### src/rtl/exe_hazard_fwd_ctrl_pkg.sv
// Shared types and constants for the EXE-stage hazard/forwarding controller:
// forwarding-select encodings, the tracker entry record and matching helpers.
package exe_hazard_fwd_ctrl_pkg;

  localparam int ARM_REG_AW = 4;
  localparam int ARM_SEL_W  = 2;

  localparam logic [1:0] FU_SEL_RN  = 2'd0;
  localparam logic [1:0] FU_SEL_MEM = 2'd1;
  localparam logic [1:0] FU_SEL_WB  = 2'd2;

  typedef struct packed {
    logic                  valid;
    logic [ARM_REG_AW-1:0] dest;
    logic                  wb_en;
    logic                  mem_r;
  } trk_entry_t;

  localparam trk_entry_t TRK_EMPTY = '{valid: 1'b0, dest: {ARM_REG_AW{1'b0}}, wb_en: 1'b0, mem_r: 1'b0};

  // An in-flight entry supplies register s only if it is real and writes back.
  function automatic logic entry_match(trk_entry_t e, logic [ARM_REG_AW-1:0] s);
    return e.valid & e.wb_en & (e.dest == s);
  endfunction

  function automatic logic [1:0] pick_sel(logic hit_exe, logic hit_mem);
    logic [1:0] sel;
    sel = FU_SEL_RN;
    if (hit_exe) begin
      sel = FU_SEL_MEM;
    end else if (hit_mem) begin
      sel = FU_SEL_WB;
    end else begin
      sel = FU_SEL_RN;
    end
    return sel;
  endfunction

endpackage

### src/rtl/exe_hazard_fwd_ctrl_if.sv
// Control/observation bundle between the ID/EXE pipeline logic and the
// hazard/forwarding controller.
interface exe_hazard_fwd_ctrl_if
  import exe_hazard_fwd_ctrl_pkg::*;
#(
  parameter int REG_AW = ARM_REG_AW,
  parameter int SEL_W  = ARM_SEL_W
) ();

  logic              freeze;
  logic              flush;
  logic              fwd_en;
  logic              id_valid;
  logic [REG_AW-1:0] id_src1;
  logic [REG_AW-1:0] id_src2;
  logic              id_two_src;
  logic [REG_AW-1:0] id_dest;
  logic              id_wb_en;
  logic              id_mem_r_en;
  logic [SEL_W-1:0]  fu_sel_src1;
  logic [SEL_W-1:0]  fu_sel_src2;
  logic              hazard_stall;
  // Read-only view of the tracker contents.
  trk_entry_t        trk_exe;
  trk_entry_t        trk_mem;
  trk_entry_t        trk_wb;

  modport master (
    output freeze, flush, fwd_en, id_valid, id_src1, id_src2, id_two_src,
           id_dest, id_wb_en, id_mem_r_en,
    input  fu_sel_src1, fu_sel_src2, hazard_stall, trk_exe, trk_mem, trk_wb
  );

  modport slave (
    input  freeze, flush, fwd_en, id_valid, id_src1, id_src2, id_two_src,
           id_dest, id_wb_en, id_mem_r_en,
    output fu_sel_src1, fu_sel_src2, hazard_stall, trk_exe, trk_mem, trk_wb
  );

endinterface

### src/rtl/exe_hazard_fwd_ctrl_hazard_tracker_stage.sv
// One tracker slot: loads its predecessor on advance, may be forced to a
// bubble, and holds otherwise.
module hazard_tracker_stage
  import exe_hazard_fwd_ctrl_pkg::*;
(
  input  logic       clk,
  input  logic       rst,
  input  logic       advance,
  input  logic       bubble,
  input  trk_entry_t entry_in,
  output trk_entry_t entry_q
);

  // Slot register; reset and bubble both leave an invalid entry.
  always_ff @(posedge clk) begin
    if (rst) begin
      entry_q <= TRK_EMPTY;
    end else if (advance) begin
      if (bubble) begin
        entry_q <= TRK_EMPTY;
      end else begin
        entry_q <= entry_in;
      end
    end else begin
      entry_q <= entry_q;
    end
  end

endmodule

### src/rtl/exe_hazard_fwd_ctrl.sv
// EXE operand-source sequencer: tracks in-flight writers in EXE/MEM/WB and
// produces registered forwarding selects plus the IF/ID hazard stall.
module exe_hazard_fwd_ctrl
  import exe_hazard_fwd_ctrl_pkg::*;
#(
  parameter int REG_AW = ARM_REG_AW,
  parameter int SEL_W  = ARM_SEL_W
) (
  input  logic                  clk,
  input  logic                  rst,
  exe_hazard_fwd_ctrl_if.slave  bus
);

  trk_entry_t        exe_q;
  trk_entry_t        mem_q;
  trk_entry_t        wb_q;
  trk_entry_t        id_entry_s;
  logic [REG_AW-1:0] src1_s;
  logic [REG_AW-1:0] src2_s;
  logic              advance_s;
  logic              hit_exe1_s;
  logic              hit_exe2_s;
  logic              hit_mem1_s;
  logic              hit_mem2_s;
  logic              stall_raw_s;
  logic              stall_s;
  logic              id_bubble_s;
  logic [SEL_W-1:0]  sel1_s;
  logic [SEL_W-1:0]  sel2_s;
  logic [SEL_W-1:0]  sel1_r;
  logic [SEL_W-1:0]  sel2_r;

  assign advance_s  = ~bus.freeze;
  assign src1_s     = bus.id_src1;
  assign src2_s     = bus.id_src2;
  assign id_entry_s = '{valid: bus.id_valid, dest: bus.id_dest,
                        wb_en: bus.id_wb_en, mem_r: bus.id_mem_r_en};

  assign hit_exe1_s = entry_match(exe_q, src1_s);
  assign hit_exe2_s = bus.id_two_src & entry_match(exe_q, src2_s);
  assign hit_mem1_s = entry_match(mem_q, src1_s);
  assign hit_mem2_s = bus.id_two_src & entry_match(mem_q, src2_s);

  // Forwarding only has to wait for a load still in EXE; stall-only mode waits
  // for any writer in EXE or MEM since the register file is write-before-read.
  always_comb begin
    stall_raw_s = 1'b0;
    if (bus.fwd_en) begin
      stall_raw_s = exe_q.mem_r & (hit_exe1_s | hit_exe2_s);
    end else begin
      stall_raw_s = hit_exe1_s | hit_exe2_s | hit_mem1_s | hit_mem2_s;
    end
  end

  assign stall_s     = bus.id_valid & ~bus.flush & stall_raw_s;
  assign id_bubble_s = stall_s | bus.flush | ~bus.id_valid;

  // Next selects; EXE hit wins over MEM hit (youngest writer).
  always_comb begin
    sel1_s = FU_SEL_RN;
    sel2_s = FU_SEL_RN;
    if (!id_bubble_s && bus.fwd_en) begin
      sel1_s = pick_sel(hit_exe1_s, hit_mem1_s);
      sel2_s = pick_sel(hit_exe2_s, hit_mem2_s);
    end else begin
      sel1_s = FU_SEL_RN;
      sel2_s = FU_SEL_RN;
    end
  end

  // Select registers move with the pipeline so they line up with EXE.
  always_ff @(posedge clk) begin
    if (rst) begin
      sel1_r <= FU_SEL_RN;
      sel2_r <= FU_SEL_RN;
    end else if (advance_s) begin
      sel1_r <= sel1_s;
      sel2_r <= sel2_s;
    end else begin
      sel1_r <= sel1_r;
      sel2_r <= sel2_r;
    end
  end

  hazard_tracker_stage u_trk_exe (
    .clk      (clk),
    .rst      (rst),
    .advance  (advance_s),
    .bubble   (id_bubble_s),
    .entry_in (id_entry_s),
    .entry_q  (exe_q)
  );

  hazard_tracker_stage u_trk_mem (
    .clk      (clk),
    .rst      (rst),
    .advance  (advance_s),
    .bubble   (1'b0),
    .entry_in (exe_q),
    .entry_q  (mem_q)
  );

  hazard_tracker_stage u_trk_wb (
    .clk      (clk),
    .rst      (rst),
    .advance  (advance_s),
    .bubble   (1'b0),
    .entry_in (mem_q),
    .entry_q  (wb_q)
  );

  assign bus.fu_sel_src1  = sel1_r;
  assign bus.fu_sel_src2  = sel2_r;
  assign bus.hazard_stall = stall_s;
  assign bus.trk_exe      = exe_q;
  assign bus.trk_mem      = mem_q;
  assign bus.trk_wb       = wb_q;

endmodule
### src/flat_wrapper.sv
// flat-port wrapper written by rule: the top's interface ports become plain ports
module exe_hazard_fwd_ctrl_flat import exe_hazard_fwd_ctrl_pkg::*;
#(
  parameter int REG_AW = ARM_REG_AW,
  parameter int SEL_W  = ARM_SEL_W
)
  (clk, rst, bus_freeze, bus_flush, bus_fwd_en, bus_id_valid, bus_id_src1, bus_id_src2, bus_id_two_src, bus_id_dest, bus_id_wb_en, bus_id_mem_r_en, bus_fu_sel_src1, bus_fu_sel_src2, bus_hazard_stall, bus_trk_exe, bus_trk_mem, bus_trk_wb);
  exe_hazard_fwd_ctrl_if #(.REG_AW(REG_AW), .SEL_W(SEL_W)) bus_i ();
  input  logic clk;
  input  logic rst;
  input wire logic [$bits(bus_i.freeze)-1:0] bus_freeze;
  input wire logic [$bits(bus_i.flush)-1:0] bus_flush;
  input wire logic [$bits(bus_i.fwd_en)-1:0] bus_fwd_en;
  input wire logic [$bits(bus_i.id_valid)-1:0] bus_id_valid;
  input wire logic [$bits(bus_i.id_src1)-1:0] bus_id_src1;
  input wire logic [$bits(bus_i.id_src2)-1:0] bus_id_src2;
  input wire logic [$bits(bus_i.id_two_src)-1:0] bus_id_two_src;
  input wire logic [$bits(bus_i.id_dest)-1:0] bus_id_dest;
  input wire logic [$bits(bus_i.id_wb_en)-1:0] bus_id_wb_en;
  input wire logic [$bits(bus_i.id_mem_r_en)-1:0] bus_id_mem_r_en;
  output wire logic [$bits(bus_i.fu_sel_src1)-1:0] bus_fu_sel_src1;
  output wire logic [$bits(bus_i.fu_sel_src2)-1:0] bus_fu_sel_src2;
  output wire logic [$bits(bus_i.hazard_stall)-1:0] bus_hazard_stall;
  output wire logic [$bits(bus_i.trk_exe)-1:0] bus_trk_exe;
  output wire logic [$bits(bus_i.trk_mem)-1:0] bus_trk_mem;
  output wire logic [$bits(bus_i.trk_wb)-1:0] bus_trk_wb;
  assign bus_i.freeze = bus_freeze;
  assign bus_i.flush = bus_flush;
  assign bus_i.fwd_en = bus_fwd_en;
  assign bus_i.id_valid = bus_id_valid;
  assign bus_i.id_src1 = bus_id_src1;
  assign bus_i.id_src2 = bus_id_src2;
  assign bus_i.id_two_src = bus_id_two_src;
  assign bus_i.id_dest = bus_id_dest;
  assign bus_i.id_wb_en = bus_id_wb_en;
  assign bus_i.id_mem_r_en = bus_id_mem_r_en;
  assign bus_fu_sel_src1 = bus_i.fu_sel_src1;
  assign bus_fu_sel_src2 = bus_i.fu_sel_src2;
  assign bus_hazard_stall = bus_i.hazard_stall;
  assign bus_trk_exe = bus_i.trk_exe;
  assign bus_trk_mem = bus_i.trk_mem;
  assign bus_trk_wb = bus_i.trk_wb;
  exe_hazard_fwd_ctrl #(.REG_AW(REG_AW), .SEL_W(SEL_W)) u_core (.clk(clk), .rst(rst), .bus(bus_i));
endmodule
### config.mk
export PLATFORM = sky130hd
export DESIGN_NAME = exe_hazard_fwd_ctrl_flat
export DESIGN_NICKNAME = d
export VERILOG_FILES = /design/src/rtl/exe_hazard_fwd_ctrl_pkg.sv /design/src/rtl/exe_hazard_fwd_ctrl_if.sv /design/src/rtl/exe_hazard_fwd_ctrl_hazard_tracker_stage.sv /design/src/rtl/exe_hazard_fwd_ctrl.sv /design/src/flat_wrapper.sv
export SDC_FILE = /design/constraint.sdc
export NUM_CORES = 1
export LEC_CHECK = 0
export ABC_AREA = 1
export CORE_MARGIN = 5
export CORE_UTILIZATION = 45
export CTS_BUF_LIST = sky130_fd_sc_hd__clkbuf_8
export DETAILED_ROUTE_END_ITERATION = 8
export PLACE_DENSITY = 0.89
export SLEW_MARGIN = 10
export SYNTH_ARGS = -nofsm -noshare
export SYNTH_HDL_FRONTEND = slang
export SYNTH_SLANG_ARGS = --single-unit
export TNS_END_PERCENT = 1
### constraint.sdc
create_clock -name clk -period 1.7 [get_ports clk]
set_input_delay 0.51 -clock clk [delete_from_list [all_inputs] [get_ports clk]]
set_output_delay 0.51 -clock clk [all_outputs]
set_load 0.02 [all_outputs]
==> results_dict.tcl, run 1 <==
set metrics [dict create \
    ir_drop_v 0.0006074 \
    synth_top_area_share 0.3868 \
    ys_warn_count 0 \
    initial_core_util 0.4691 \
    layout.nets 301 \
    drc 0 \
    drv_slew 0 \
    clockBufferDepth 2 \
    fmax_mhz 515.0 \
    synth_edf_count 0 \
    final_hold_viol_count 0 \
    die_width_um 63.62 \
    crit_start "u_core.u_trk_exe.entry_q[5]" \
    swShare 0.2680 \
    synth_area_um2 1294 \
    synth_most_common_cell "nand2_1" \
    vias_per_cell 5.135 \
    gr-total-overflow 0 \
    h-tree-depth 1 \
    crit_arrival_ps 1430 \
    post-place-ws_ps -1126 \
    worst_pin_slew_ps 265.7 \
    fin_crit_ps 1942 \
    hpwl_mm 2.759 \
    clkTransAtPathRegs_ps 80 \
    slew_headroom 0.8229 \
    grt_antenna_before_repair 0 \
    end_kind "output port" \
    cts_tree "done" \
    ys.flop_type "dfxtp_1" \
    synthTopCellsByCount "nand2_1 (61), nor2_1 (28), dfxtp_1 (25), inv_1 (23), a21oi_1 (16)" \
    holdCritStartpoint "u_core.u_trk_wb.entry_q[1]" \
    die_h_um 63.62 \
    yosys.area.top_type "dfxtp_1" \
    detail-route-antenna-nets 0 \
    path_class "flop to output port" \
    hold_depth 2 \
    clkSinkCount 25 \
    async_reset_ff_frac 0 \
    cts_root_buf "clkbuf_8" \
    switching_power_uw 322.5 \
    seqPwrFrac 0.510 \
    grt_usage 0.2079 \
    critical_path_peak_fanout 4 \
    synthCells 196 \
    yosys-top-cells-area "dfxtp_1 (39%), nand2_1 (18%), nor2_1 (8.1%), inv_1 (6.7%), a21oi_1 (6.2%)" \
    p_comb_frac 0.218 \
    insertion_delay_ps 260 \
    crit_required_ps 1190 \
    finalClockSkew_ps 2.783 \
    status "complete, but fails checks" \
    dieArea_um2 4048 \
    synth_seq_cells 25 \
    min_to "u_core.u_trk_wb.entry_q[1]" \
    setup_viol 1 \
    period_share 1.142 \
    yosysSeqAreaShare 0.3868 \
    worstRegToRegCells 12 \
    fin_util 0.7904 \
    finalWorstSetupSlack_ps -241.7 \
    leakagePower_uw 0.001100 \
    dr.pass1.iters 4 \
    powerDensity_nw_per_um2 552.1 \
    p_int_uw 880.8 \
    r2r_setup_slack_ps 140 \
    setup_tns_ps -241.7 \
    rsz0062_at_grt "true" \
    syn_to_final_growth_pct 68.47 \
    first_iter_violations 76 \
    violations "setup timing" \
    synthesis.nets 217 \
    total_power_uw 1203 \
    drive_gt1_frac 0.3799 \
    antennaDiodeCount 0 \
    hold_path.class "flop to flop" \
    finalWirelength_mm 4.375 \
    io_pins 47 \
    cts_buffers 3 \
    finalWeightedCongestion 0.8955 \
    p_clk_frac 0.272 \
    grt_pass1_wl_mm 6.768 \
    cts_hold_buf 0 \
    reg2reg_from "u_core.u_trk_mem.entry_q[6]" \
    row_count 19 \
    start_kind "flop" \
    grt_max_degree 28 \
    wl_per_cell_um 14.11 \
    syn_area_per_cell_um2 6.601 \
    io_buffer_count 46 \
    synth_cell_type_count 21 \
    r2r-end "u_core.u_trk_exe.entry_q[2]" \
    grt_pass1_vias 1477 \
    vias 1592 \
    max_cap_violations 0 \
    core-area_um2 2758 \
]
-- power groups by stage --
stage	sequential [uW]	combinational [uW]	clock (uW)
after floorplan	651	93.4	0
after global placement	631	249	0
after detailed placement	632	251	0
after CTS	619	246	333
after global routing	616	281	363
final	613	262	328
-- kinds of logic (layout without fill, tap and decap cells) --
family / after synthesis / count (layout) / share of synthesized area
DFF: 25 / 25 / 0.3868
AOI/OAI and AO/OA: 24 / 24 / 0.1083
xor gates and xnor gates: 4 / 4 / 0.02708
and+or+nand+nor: 111 / 111 / 0.3811
buffers and inverters: 32 / 115 / 0.09670
-- cell type report --
cell class | instances | area [um2]
flip-flops and latches | 25 | 530.5
clock inverters | 1 | 3.754
multi-input cells | 139 | 763.2
well taps | 31 | 38.79
fillers | 185 | 578.1
clock buffers | 3 | 41.29
repair buffers | 87 | 711.9
inverters | 24 | 90.09
-- cell usage in the layout (no fill, tap or decap), types with 8 or more instances in the layout --
master	netlist	final
nand2_1	61	53
nand2_2	1	8
dfxtp_1	25	13
a21oi_1	16	14
dlygate4sd2_1	0	22
inv_1	23	15
nand3_1	11	8
buf_4	1	41
inv_2	1	10
a211oi_1	8	8
buf_2	1	9
clkdlybuf4s50_1	0	10
nor2_1	28	23
-- metrics by stage --
step / std cells / instance area, um2 / hold WS (ps)
floorplan: 196 / 1320 / 514.5
global placement: 291 / 2004 / 456.0
detailed placement: 291 / 2004 / 463.2
CTS: 305 / 2091 / 472.9
global route: 310 / 2180 / 500.2
finish: 310 / 2180 / 471.5
-- state kept, by name, indices dropped and copies added (netlist names) --
signal / count
u_core.bus.fu_sel_src1: 2
u_core.bus.fu_sel_src2: 2
u_core.u_trk_exe.entry_q: 7
u_core.u_trk_mem.entry_q: 7
u_core.u_trk_wb.entry_q: 7
-- how the worst max path moves through the flow --
stage | end | slack [ps] | cells after the start
6_report | bus_hazard_stall | -240 | 9
5_1_grt | bus_hazard_stall | -400 | 9
4_1_cts | bus_hazard_stall | -250 | 9
3_5_place_dp | bus_hazard_stall | -1130 | 10
2_1_floorplan | bus_hazard_stall | 0.4 | 8
3_3_place_gp | bus_hazard_stall | -1110 | 10
-- worst max-delay path: stages, from the launching register on --
cell	delay, ps
dfxtp_4	380
inv_2	50
nand2_2	50
nand2_1	50
nor2_1	120
nand3_2	100
nand2_2	100
nand2_4	60
a21oi_4	140
buf_6	130
-- metal layers --
| metal | share of wire | global-route usage |
|---|---|---|
| met5 | 0 | 0 |
| met2 | 0.51 | 0.3642 |
| met3 | 0.059 | 0.03375 |
| met1 | 0.39 | 0.2446 |
| met4 | 0.034 | 0.09351 |
-- repair_timing --
action,in CTS,in global routing
gates cloned,0,0
endpoints found under the hold margin,0,0
pin swaps,13,19
setup buffers,10,5
gates resized for setup,82,25
setup endpoints to repair,37,4
Power figures use the tool's default switching activity.
==> run 2, diff against run 1 <==
- GPL_TIMING_DRIVEN: not set -> 0
- TNS_END_PERCENT: 1 -> 50
==> results_dict.tcl, run 2 (same netlist as run 1, synthesis figures left out) <==
set metrics [dict create \
    drc 0 \
    core-area_um2 2758 \
    rsz0062_at_grt "true" \
    clkTransAtPathRegs_ps 80 \
    finalWeightedCongestion 0.8046 \
    initial_core_util 0.4691 \
    clockBufferDepth 2 \
    setup_viol 1 \
    cts_root_buf "clkbuf_8" \
    post-place-ws_ps -1178 \
    finalWirelength_mm 3.542 \
    gr-total-overflow 0 \
    grt_pass1_vias 1373 \
    worst_pin_slew_ps 462.0 \
    vias_per_cell 5.003 \
    cts_buffers 3 \
    crit_arrival_ps 1470 \
    dieArea_um2 4048 \
    row_count 19 \
    final_cell_mix "nand2_1 (56), dlygate4sd2_1 (25), nor2_1 (22)" \
    end_kind "output port" \
    grt_pass1_wl_mm 5.996 \
    h-tree-depth 1 \
    clkSinkCount 25 \
    syn_to_final_growth_pct 50.97 \
    layout_commonest_cell "nand2_1" \
    grt_antenna_before_repair 0 \
    final_hold_viol_count 0 \
    io_pins 47 \
    io_buffer_count 44 \
    grt_usage 0.1757 \
    holdWs_ps 464.5 \
    first_iter_violations 69 \
    vias 1446 \
    slew_headroom 0.6920 \
    leakagePower_uw 0.0009617 \
    critical_path_peak_fanout 2 \
    drive_gt1_frac 0.2791 \
    fin_crit_ps 1977 \
    powerDensity_nw_per_um2 596.5 \
    die_h_um 63.62 \
    finalClockSkew_ps 3.728 \
    violations "setup timing" \
    die_width_um 63.62 \
    antennaDiodeCount 0 \
    start_kind "input port" \
    setup_tns_ps -277.1 \
    hpwl_mm 2.485 \
    grt_max_degree 14 \
    detail-route-antenna-nets 0 \
    max_cap_violations 0 \
    insertion_delay_ps 260 \
    top_regs "u_core.u_trk_exe.entry_q: 7 flops, u_core.u_trk_mem.entry_q: 7 flops, u_core.u_trk_wb.entry_q: 7 flops" \
    period_share 1.163 \
    hold_path.class "flop to flop" \
    cts_tree "done" \
    fmax_mhz 505.8 \
    crit_required_ps 1190 \
    path_class "input port to output port" \
    finalWorstSetupSlack_ps -277.1 \
    drv_slew 0 \
    status "complete, but fails checks" \
    wl_per_cell_um 12.26 \
    ir_drop_v 0.0006370 \
    dr.pass1.iters 4 \
    layout.nets 280 \
]
run 2: worst max-delay path: stages:
cell and delay (ps):
clkdlybuf4s15_2 200, nand3_2 70, nor2_1 120, nand3_1 120
nand2_1 100, nand2_2 90, a21oi_4 130, buf_6 130
run 2: metal layers:
layer  track usage  share of wire
met5             0              0
met2        0.2995           0.48
met4       0.05455          0.017
met1        0.2228           0.44
met3       0.03020          0.054
run 2: what timing repair did:
| item | in CTS | in global routing |
|---|---|---|
| buffers inserted | 13 | 1 |
| hold buffers | 0 | 0 |
| pin swaps | 20 | 13 |
| resized for setup | 85 | 13 |
| setup endpoints to repair | 37 | 3 |
run 2: metrics by stage:
stage / cell area (um2) / total power [uW] / utilization / instances
floorplan: 1320 / 744.5 / - / 196
global placement: 1799 / 845.5 / 0.6525 / 271
detailed placement: 1799 / 847.1 / 0.6525 / 271
CTS: 1916 / 1156 / 0.6946 / 288
global route: 1953 / 1209 / 0.7083 / 289
finish: 1953 / 1165 / 0.7083 / 289
run 2: final cells by class:
class                           instances  area, um2
Buffer                                  8      35.03
Clock inverter                          1      3.754
Multi-Input combinational cell        139      735.7
Clock buffer                            3      41.29
Timing Repair Buffer                   58      476.7
Tap cell                               31      38.79
Fill cell                             230      804.5
Sequential cell                        25      526.8
Inverter                               24      95.09
run 2: report_power, final:
group / switching, uW / leakage (uW) / internal [uW]
Combinational: 122 / 0.000725 / 91.3
Sequential: 17.6 / 0.000210 / 597
Clock: 175 / 0.0000269 / 161
Total: 315 / 0.000962 / 850
run 2: final timing paths:
path                                from                         end  slack (ps)  cells past startpoint
max                       bus_id_two_src            bus_hazard_stall        -280                      8
min reg2reg   u_core.u_trk_wb.entry_q[0]  u_core.u_trk_wb.entry_q[0]         460                      2
max reg2reg  u_core.u_trk_exe.entry_q[5]   u_core.bus.fu_sel_src2[1]         150                     12
min           u_core.u_trk_wb.entry_q[0]  u_core.u_trk_wb.entry_q[0]         460                      2
